<file path="config.mk">
export PLATFORM = sky130hd
export DESIGN_NAME = quad_decoder
export DESIGN_NICKNAME = d
export VERILOG_FILES = /design/src/rtl/quad_decoder.sv
export SDC_FILE = /design/constraint.sdc
export NUM_CORES = 1
export LEC_CHECK = 0
export CAP_MARGIN = 40
export CORE_AREA = 5 5 42 44
export DETAILED_ROUTE_END_ITERATION = 7
export DIE_AREA = 0 0 47 49
export GPL_TIMING_DRIVEN = 0
export HOLD_SLACK_MARGIN = 0.12
export PLACE_DENSITY = 0.71
export SYNTH_ARGS = -nofsm -noshare
export SYNTH_HDL_FRONTEND = slang
export SYNTH_SLANG_ARGS = --single-unit
</file>
<file path="constraint.sdc">
create_clock -name clk -period 1.9 [get_ports clk]
set_input_delay 0.19 -clock clk [delete_from_list [all_inputs] [get_ports clk]]
set_output_delay 0.19 -clock clk [all_outputs]
set_load 0.05 [all_outputs]
</file>
<file path="src/rtl/quad_decoder.sv">
// Quadrature decoder: turns phase A/B edges into ce/up_down step strobes and counts illegal jumps.
// Define QDEC_SYNC_EN to use a two-flop synchronizer per phase instead of a single input register.
module quad_decoder #(
    parameter int ERR_WIDTH = 4
) (
    input  logic                 clk,
    input  logic                 rst_n,
    input  logic                 enc_a,
    input  logic                 enc_b,
    input  logic                 enable,
    input  logic                 clr_err,
    output logic                 ce,
    output logic                 up_down,
    output logic                 err,
    output logic [ERR_WIDTH-1:0] err_count
);

    typedef enum logic {INIT, TRACK} state_t;

    state_t               state, state_next;
    logic                 a_s, b_s;
    logic [1:0]           cur;
    logic [1:0]           prev_ab, prev_next;
    logic                 ce_next, up_next, err_next;
    logic [ERR_WIDTH-1:0] cnt_next;

`ifdef QDEC_SYNC_EN
    logic a_meta, b_meta;

    // INIT seeds the whole input stage from the pins so a static input is not seen as a jump.
    always_ff @(posedge clk or negedge rst_n) begin
        if (!rst_n) begin
            a_meta <= 1'b0;
            b_meta <= 1'b0;
            a_s    <= 1'b0;
            b_s    <= 1'b0;
        end else begin
            a_meta <= enc_a;
            b_meta <= enc_b;
            if (state == INIT) begin
                a_s <= enc_a;
                b_s <= enc_b;
            end else begin
                a_s <= a_meta;
                b_s <= b_meta;
            end
        end
    end
`else
    // NOTE: sequential state uses non-blocking assignments so every flop samples pre-edge values.
    always_ff @(posedge clk or negedge rst_n) begin
        if (!rst_n) begin
            a_s <= 1'b0;
            b_s <= 1'b0;
        end else begin
            a_s <= enc_a;
            b_s <= enc_b;
        end
    end
`endif

    assign cur = {a_s, b_s};

    // NOTE: every output of this block gets a default first, so no path can infer a latch.
    always_comb begin
        state_next = state;
        prev_next  = prev_ab;
        ce_next    = 1'b0;
        err_next   = 1'b0;
        up_next    = up_down;
        cnt_next   = err_count;
        case (state)
            INIT: begin
                prev_next  = {enc_a, enc_b};
                state_next = TRACK;
            end
            TRACK: begin
                prev_next = cur;
                if (enable) begin
                    case (cur ^ prev_ab)
                        2'b00: ;
                        2'b11: begin
                            err_next = 1'b1;
                            if (err_count != {ERR_WIDTH{1'b1}})
                                cnt_next = err_count + 1'b1;
                        end
                        // One bit changed: forward when old A differs from new B (Gray order 00,01,11,10).
                        default: begin
                            ce_next = 1'b1;
                            up_next = prev_ab[1] ^ cur[0];
                        end
                    endcase
                end
            end
            default: state_next = INIT;
        endcase
        if (clr_err)
            cnt_next = '0;
    end

    always_ff @(posedge clk or negedge rst_n) begin
        if (!rst_n) begin
            state     <= INIT;
            prev_ab   <= 2'b00;
            ce        <= 1'b0;
            up_down   <= 1'b0;
            err       <= 1'b0;
            err_count <= '0;
        end else begin
            state     <= state_next;
            prev_ab   <= prev_next;
            ce        <= ce_next;
            up_down   <= up_next;
            err       <= err_next;
            err_count <= cnt_next;
        end
    end

endmodule

</file>
==> flow_summary.ini, run 1 <==
[grt]
grt_max_degree = 13
antenna_found_initial = 0
overflow = 0
grt_first_pass_wirelength_um = 1430
grt_pass1_vias = 360
grtUsageTotal_pct = 9.14

[worst_setup_path]
ff2ff_setup_slack_ns = 0.42
cp_data_required_time_ns = 1.71
crit_chain = clkdlybuf4s50_1
cp_data_arrival_time_ns = 1.50
critical_path_buf_inv_count = 1
crit_path_top_delay_cell = clkdlybuf4s50_1
crit_family = buffers and inverters
rr_worst_depth = 5
cp-end-kind = output pin
crit_path_max_fanout = 5
slowest_delay_ns = 0.83
cp-start-kind = register
worstSetupPathType = register to output pin
cp_num_cells = 1

[drt]
first_iter_violations = 5
wl_met3_um = 59
drc = 0
wl_um = 868
wl_met1_um = 347
vias = 342
wire_per_inst_um = 12.2
viasPerCell = 4.82
top_layer_used = met4
dr.pass1.iters = 2
route.met2.wl_um = 451
antenna_left = 0

[clock_network]
cts_buffer_depth = 2
hold_buffers = 0
cts.sinks = 12
ctsResizeCount = 0
cts_setup_buffers = 0
cts_buffers = 3
cts-root-buf = clkbuf_4
clk_pin_slew_worst_paths_ns = 0.07
cts_tree = yes
htree_levels = 1
clock_latency_ns = 0.27

[finish]
stdcell_count = 71
area_growth_pct = 35.0
drive_gt1_share_pct = 16.4
fin_area_um2 = 681
nets = 64
antenna_cells = 0

[status]
outcome = completed

[floorplanning]
start_util_pct = 36.0
dieWidth_um = 47
rows = 14
io_pins = 13
die_h_um = 49
core-area_um2 = 1400
dieArea_um2 = 2300

[synthesis]
syn_nets = 47
syn_area_um2 = 504
synth_area_leaders = dfrtp_1 60%, mux2_2 6.7%, xor2_1 5.2%, ha_1 5.0%, a21oi_1 4.0%
synth_cells = 39
syn_avg_cell_area_um2 = 12.9
yosys_warnings = 0
synthSimpleGateAreaFrac_pct = 12.4
yosysUniqueCellTypes = 15
ys_seq_area_share_pct = 59.6
synth_xor_xnor_area_share_pct = 5.21
synth-seq-cells = 12
synth_top_area_cell = dfrtp_1
yosysTopAreaCellShare_pct = 59.6
muxShareOfSynthArea_pct = 6.70
synthAdderAreaFrac_pct = 4.96
synth_top_family_by_area = simple AND/OR/NAND/NOR gates
synth_compound_area_share_pct = 8.93

[timing]
relSlewSlack_pct = 65.9
tightest_slew_ns = 0.511
clock.fmax_ghz = 0.592
min_period_over_period_pct = 88.9
slew_viol_final = 0
setup_viol = 0
period_needed_ns = 1.69
clock_skew_ns = 0.000707
hold_viol = 0
rsz0062_at_grt = no
final.setup.tns_ns = 0

[pwr]
vdd.ir_drop.worst_mv = 0.297
leakage_nw = 0.297
powerDensity_nw_per_um2 = 901

[worst_hold_path]
hp-class = primary input to async pin

[placed_design]
hpwl_um = 671
port-buffer-count = 12
place_inst = 67
gp_routability_congestion = 0.603
placed_area_um2 = 644

[job]
drv_cap = 0
[report_power, final]
part	total, mW	switching, mW	internal, mW
sequential	0.288	0.0126	0.275
clock	0.200	0.0835	0.116
combinational	0.126	0.0744	0.0514
total	0.614	0.170	0.443
[worst register-to-register path, stage by stage, from the launching register on]
cell     delay (ns)
dfrtp_1        0.41
xor2_1         0.16
ha_1           0.21
nand3_4        0.11
or3_1          0.37
a21oi_1        0.15
[metrics by stage]
stage	setup slack, ns	util, %	hold WS [ns]	total power, mW
2_1_floorplan	0.369	-	-0.106	0.370
3_5_place_dp	0.423	46.0	0.508	0.421
3_3_place_gp	0.455	46.0	0.493	0.418
6_report	0.210	48.6	0.256	0.614
4_1_cts	0.191	48.6	0.265	0.626
5_1_grt	0.141	48.6	0.307	0.642
[final timing paths]
kind | from | endpoint
hold / removal | rst_n | err_count[2]$_DFFE_PN0P_
min in group clk | enc_a | a_s$_DFF_PN0_
setup reg to reg | b_s$_DFF_PN0_ | err_count[0]$_DFFE_PN0P_
setup / recovery | err_count[2]$_DFFE_PN0P_ | err_count[2]
max in group asynchronous | rst_n | err_count[0]$_DFFE_PN0P_
hold reg to reg | up_down$_DFFE_PN0P_ | up_down$_DFFE_PN0P_
[flip-flops by register name, summed over array words and instances, names as in the netlist]
signal	flops
state	1
prev_ab	2
b_s	1
err	1
err_count	4
a_s	1
up_down	1
ce	1
[cell families (layout without fill, tap and decap cells)]
family,count (synthesis),in the layout
AND/OR/NAND/NOR,8,8
other,1,1
multiplexers,3,3
adder cells (fa/ha/maj),2,2
XOR/XNOR,3,3
buffers and inverters,2,18
AO/OA/AOI/OAI,8,8
flip-flops,12,12
[cell usage after synthesis (all sizes together)]
library cell and number:
o21ai 2, a21oi 4, or3 3, nand3 2
o31ai 2, ha 2, xor2 3, mux2 3
conb 1, dfrtp 12, inv 2, and3 2
nand3b 1
[layer usage]
metal,vias to the layer above,global-route usage [%]
li1,170,-
met1,162,10.1
met2,8,12.9
met3,2,4.43
met4,0,6.91
met5,-,0
[placed cells by master (no fill, tap or decap)]
master,count
nand3_4,1
and3_1,1
clkbuf_4,3
conb_1,1
mux2_2,3
inv_1,2
nand3b_1,1
nand3_1,1
or3_1,3
clkbuf_8,1
clkdlybuf4s50_1,12
and3_2,1
o31ai_1,2
a21oi_1,4
dfrtp_1,12
o21ai_0,2
xor2_1,3
ha_1,2
[final cells by class]
cell class	instances	area, um2
multi-input combinational	25	196
timing repair buffer	12	120
fill	140	721
inverter	2	7.51
tap	16	20.0
clock buffer	4	36.3
sequential	12	300
(Power assumes the default switching activity.)
==> inputs of run 2 (changes only) <==
--- a/config.mk
+++ b/config.mk
@@ -5,13 +5,15 @@
 export SDC_FILE = /design/constraint.sdc
 export NUM_CORES = 1
 export LEC_CHECK = 0
+export ABC_AREA = 1
 export CAP_MARGIN = 40
 export CORE_AREA = 5 5 42 44
 export DETAILED_ROUTE_END_ITERATION = 7
 export DIE_AREA = 0 0 47 49
 export GPL_TIMING_DRIVEN = 0
 export HOLD_SLACK_MARGIN = 0.12
-export PLACE_DENSITY = 0.71
+export PLACE_DENSITY = 0.75
+export SLEW_MARGIN = 20
 export SYNTH_ARGS = -nofsm -noshare
 export SYNTH_HDL_FRONTEND = slang
 export SYNTH_SLANG_ARGS = --single-unit
==> run 2 against run 1 <==
Combinational power increased by 29%. First-iteration DRC count fell by 40%. Global-route usage up 1.5 points. Worst hold slack worse by 0.0029 ns. Core utilization increased by 4.4 points. Highest routed layer unchanged. Flip-flop and latch count is the same.
==> flow_summary.ini, run 2 <==
[status]
outcome = completed

[clock_network]
cts-root-buf = clkbuf_4
ctsResizeCount = 0
clock_latency_ns = 0.28
cts_tree = yes
clk_pin_slew_worst_paths_ns = 0.08
cts_setup_buffers = 0
cts.sinks = 12
cts_buffers = 3
hold_buffers = 0
htree_levels = 1
cts_buffer_depth = 2

[synthesis]
yosysTopAreaCellShare_pct = 53.1
syn_nets = 72
synth_xor_xnor_area_share_pct = 6.19
syn_area_um2 = 566
synth_commonest_cells = 23 x nand2_1, 12 x dfrtp_1, 5 x inv_1
synth_area_leaders = dfrtp_1 53%, nand2_1 15%, xor2_1 4.6%, ha_1 4.4%, nand3_1 3.5%
synth_cells = 64
synthSimpleGateAreaFrac_pct = 29.0
synth-seq-cells = 12
synth_flop_cell = dfrtp_1
muxShareOfSynthArea_pct = 0
synth_compound_area_share_pct = 2.65
synth_top_area_cell = dfrtp_1
synthArstFlopShare_pct = 100
ys_seq_area_share_pct = 53.1
yosys_warnings = 0
yosysUniqueCellTypes = 17
yosysMostFrequentCell = nand2_1
synthAdderAreaFrac_pct = 4.42
synth_edf_count = 0
syn_avg_cell_area_um2 = 8.84
synth_top_family_by_area = simple AND/OR/NAND/NOR gates

[drt]
first_iter_violations = 3
wl_met3_um = 57
wl_um = 984
antenna_left = 0
top_layer_used = met4
dr.pass1.iters = 4
viasPerCell = 4.59
vias = 441
wire_per_inst_um = 10.3
route.met2.wl_um = 474
drc = 0
wl_met1_um = 430

[worst_setup_path]
cp_data_required_time_ns = 1.71
crit_path_top_delay_cell = clkdlybuf4s50_1
critical_path_buf_inv_count = 1
crit_path_max_fanout = 7
cp-end-kind = output pin
crit_family = buffers and inverters
slowest_delay_ns = 0.85
worstSetupPathType = register to output pin
cp_data_arrival_time_ns = 1.61
cp-start-kind = register
crit_chain = clkdlybuf4s50_1

[finish]
drive_gt1_share_pct = 11.3
nets = 89
largest_register = err_count
n_fill_cell = 138
final_common_cell = nand2_1
area_growth_pct = 31.2
reg_top3 = err_count: 4 flops, prev_ab: 2 flops
largest_reg_flops = 4
antenna_cells = 0
layout_common_cells = 23 x nand2_1, 12 x dfrtp_1, 12 x clkdlybuf4s50_1

[grt]
antenna_found_initial = 0
grt_max_degree = 13
grt_first_pass_wirelength_um = 1760
overflow = 0
grt_pass1_vias = 430
grtUsageTotal_pct = 10.7

[worst_hold_path]
hp-class = primary input to async pin

[floorplanning]
core-area_um2 = 1400
io_pins = 13
start_util_pct = 40.4
dieArea_um2 = 2300
rows = 14
die_h_um = 49
dieWidth_um = 47

[pwr]
powerDensity_nw_per_um2 = 896
leakage_nw = 0.378
vdd.ir_drop.worst_mv = 0.452
finalPower_uw = 665

[timing]
relSlewSlack_pct = 64.7
min_period_over_period_pct = 94.7
final.setup.tns_ns = 0
setup_viol = 0
slew_viol_final = 0
period_needed_ns = 1.80
tightest_slew_ns = 0.528
rsz0062_at_grt = no
clock.fmax_ghz = 0.556
fin_ws_ns = 0.100
hold_viol = 0
clock_skew_ns = 0.00162

[placed_design]
port-buffer-count = 12
pre_cts_ws_ns = 0.408
hpwl_um = 753
gp_routability_congestion = 0.822

[job]
drv_cap = 0
==> run 2: cell families (layout without fill, tap and decap cells) <==
logic type                 after synthesis  in the layout
DFF                                     12             12
buffers and inverters                    6             22
AOI/OAI and AO/OA                        3              3
adders and majority gates                2              2
and+or+nand+nor                         36             36
xor gates and xnor gates                 4              4
other                                    1              1
==> run 2: worst reg2reg max path, delay by kind of cell, from the launching register on <==
kind | cells | cell delay, ns
DFF | 1 | 0.42
buffers and inverters | 1 | 0.10
and+or+nand+nor | 5 | 0.34
xor gates and xnor gates | 1 | 0.16
adders and majority gates | 1 | 0.20
==> run 2: routing by layer <==
metal	vias up	global-route usage (%)
met2	10	15.2
met1	198	14.1
met4	0	5.53
met5	-	0
li1	230	-
met3	3	3.32
==> run 2: cell type report <==
class                           instances  area (um2)  area share, %
Clock buffer                            4        36.3           4.89
Inverter                                6        22.5           3.04
Multi-Input combinational cell         46         243           32.7
Sequential cell                        12         300           40.5
Tap cell                               16        20.0           2.70
Timing Repair Buffer                   12         120           16.2
==> run 2: path summary, 6_finish.rpt <==
kind,startpoint,endpoint,slack [ns],cells after the start
min in group clk,enc_a,a_s$_DFF_PN0_,0.37,1
max in group asynchronous,rst_n,b_s$_DFF_PN0_,1.30,1
setup reg to reg,b_s$_DFF_PN0_,err_count[2]$_DFFE_PN0P_,0.58,8
hold / removal,rst_n,err_count[1]$_DFFE_PN0P_,0.25,1
setup / recovery,err_count[2]$_DFFE_PN0P_,err_count[2],0.10,1
hold reg to reg,up_down$_DFFE_PN0P_,up_down$_DFFE_PN0P_,0.51,2
==> run 2: report_power, final <==
part | internal, mW | total, mW | switching [mW]
Clock | 0.117 | 0.206 | 0.0895
Sequential | 0.278 | 0.296 | 0.0183
Combinational | 0.0579 | 0.163 | 0.105
Total | 0.452 | 0.665 | 0.212
==> run 2: through the flow <==
stage | std cells | hold slack, ns | util, % | area [um2]
2_1_floorplan | 64 | -0.106 | - | 566
3_3_place_gp | 92 | 0.481 | 50.4 | 706
3_5_place_dp | 92 | 0.500 | 50.4 | 706
4_1_cts | 96 | 0.278 | 52.9 | 742
5_1_grt | 96 | 0.305 | 52.9 | 742
6_report | 96 | 0.253 | 52.9 | 742
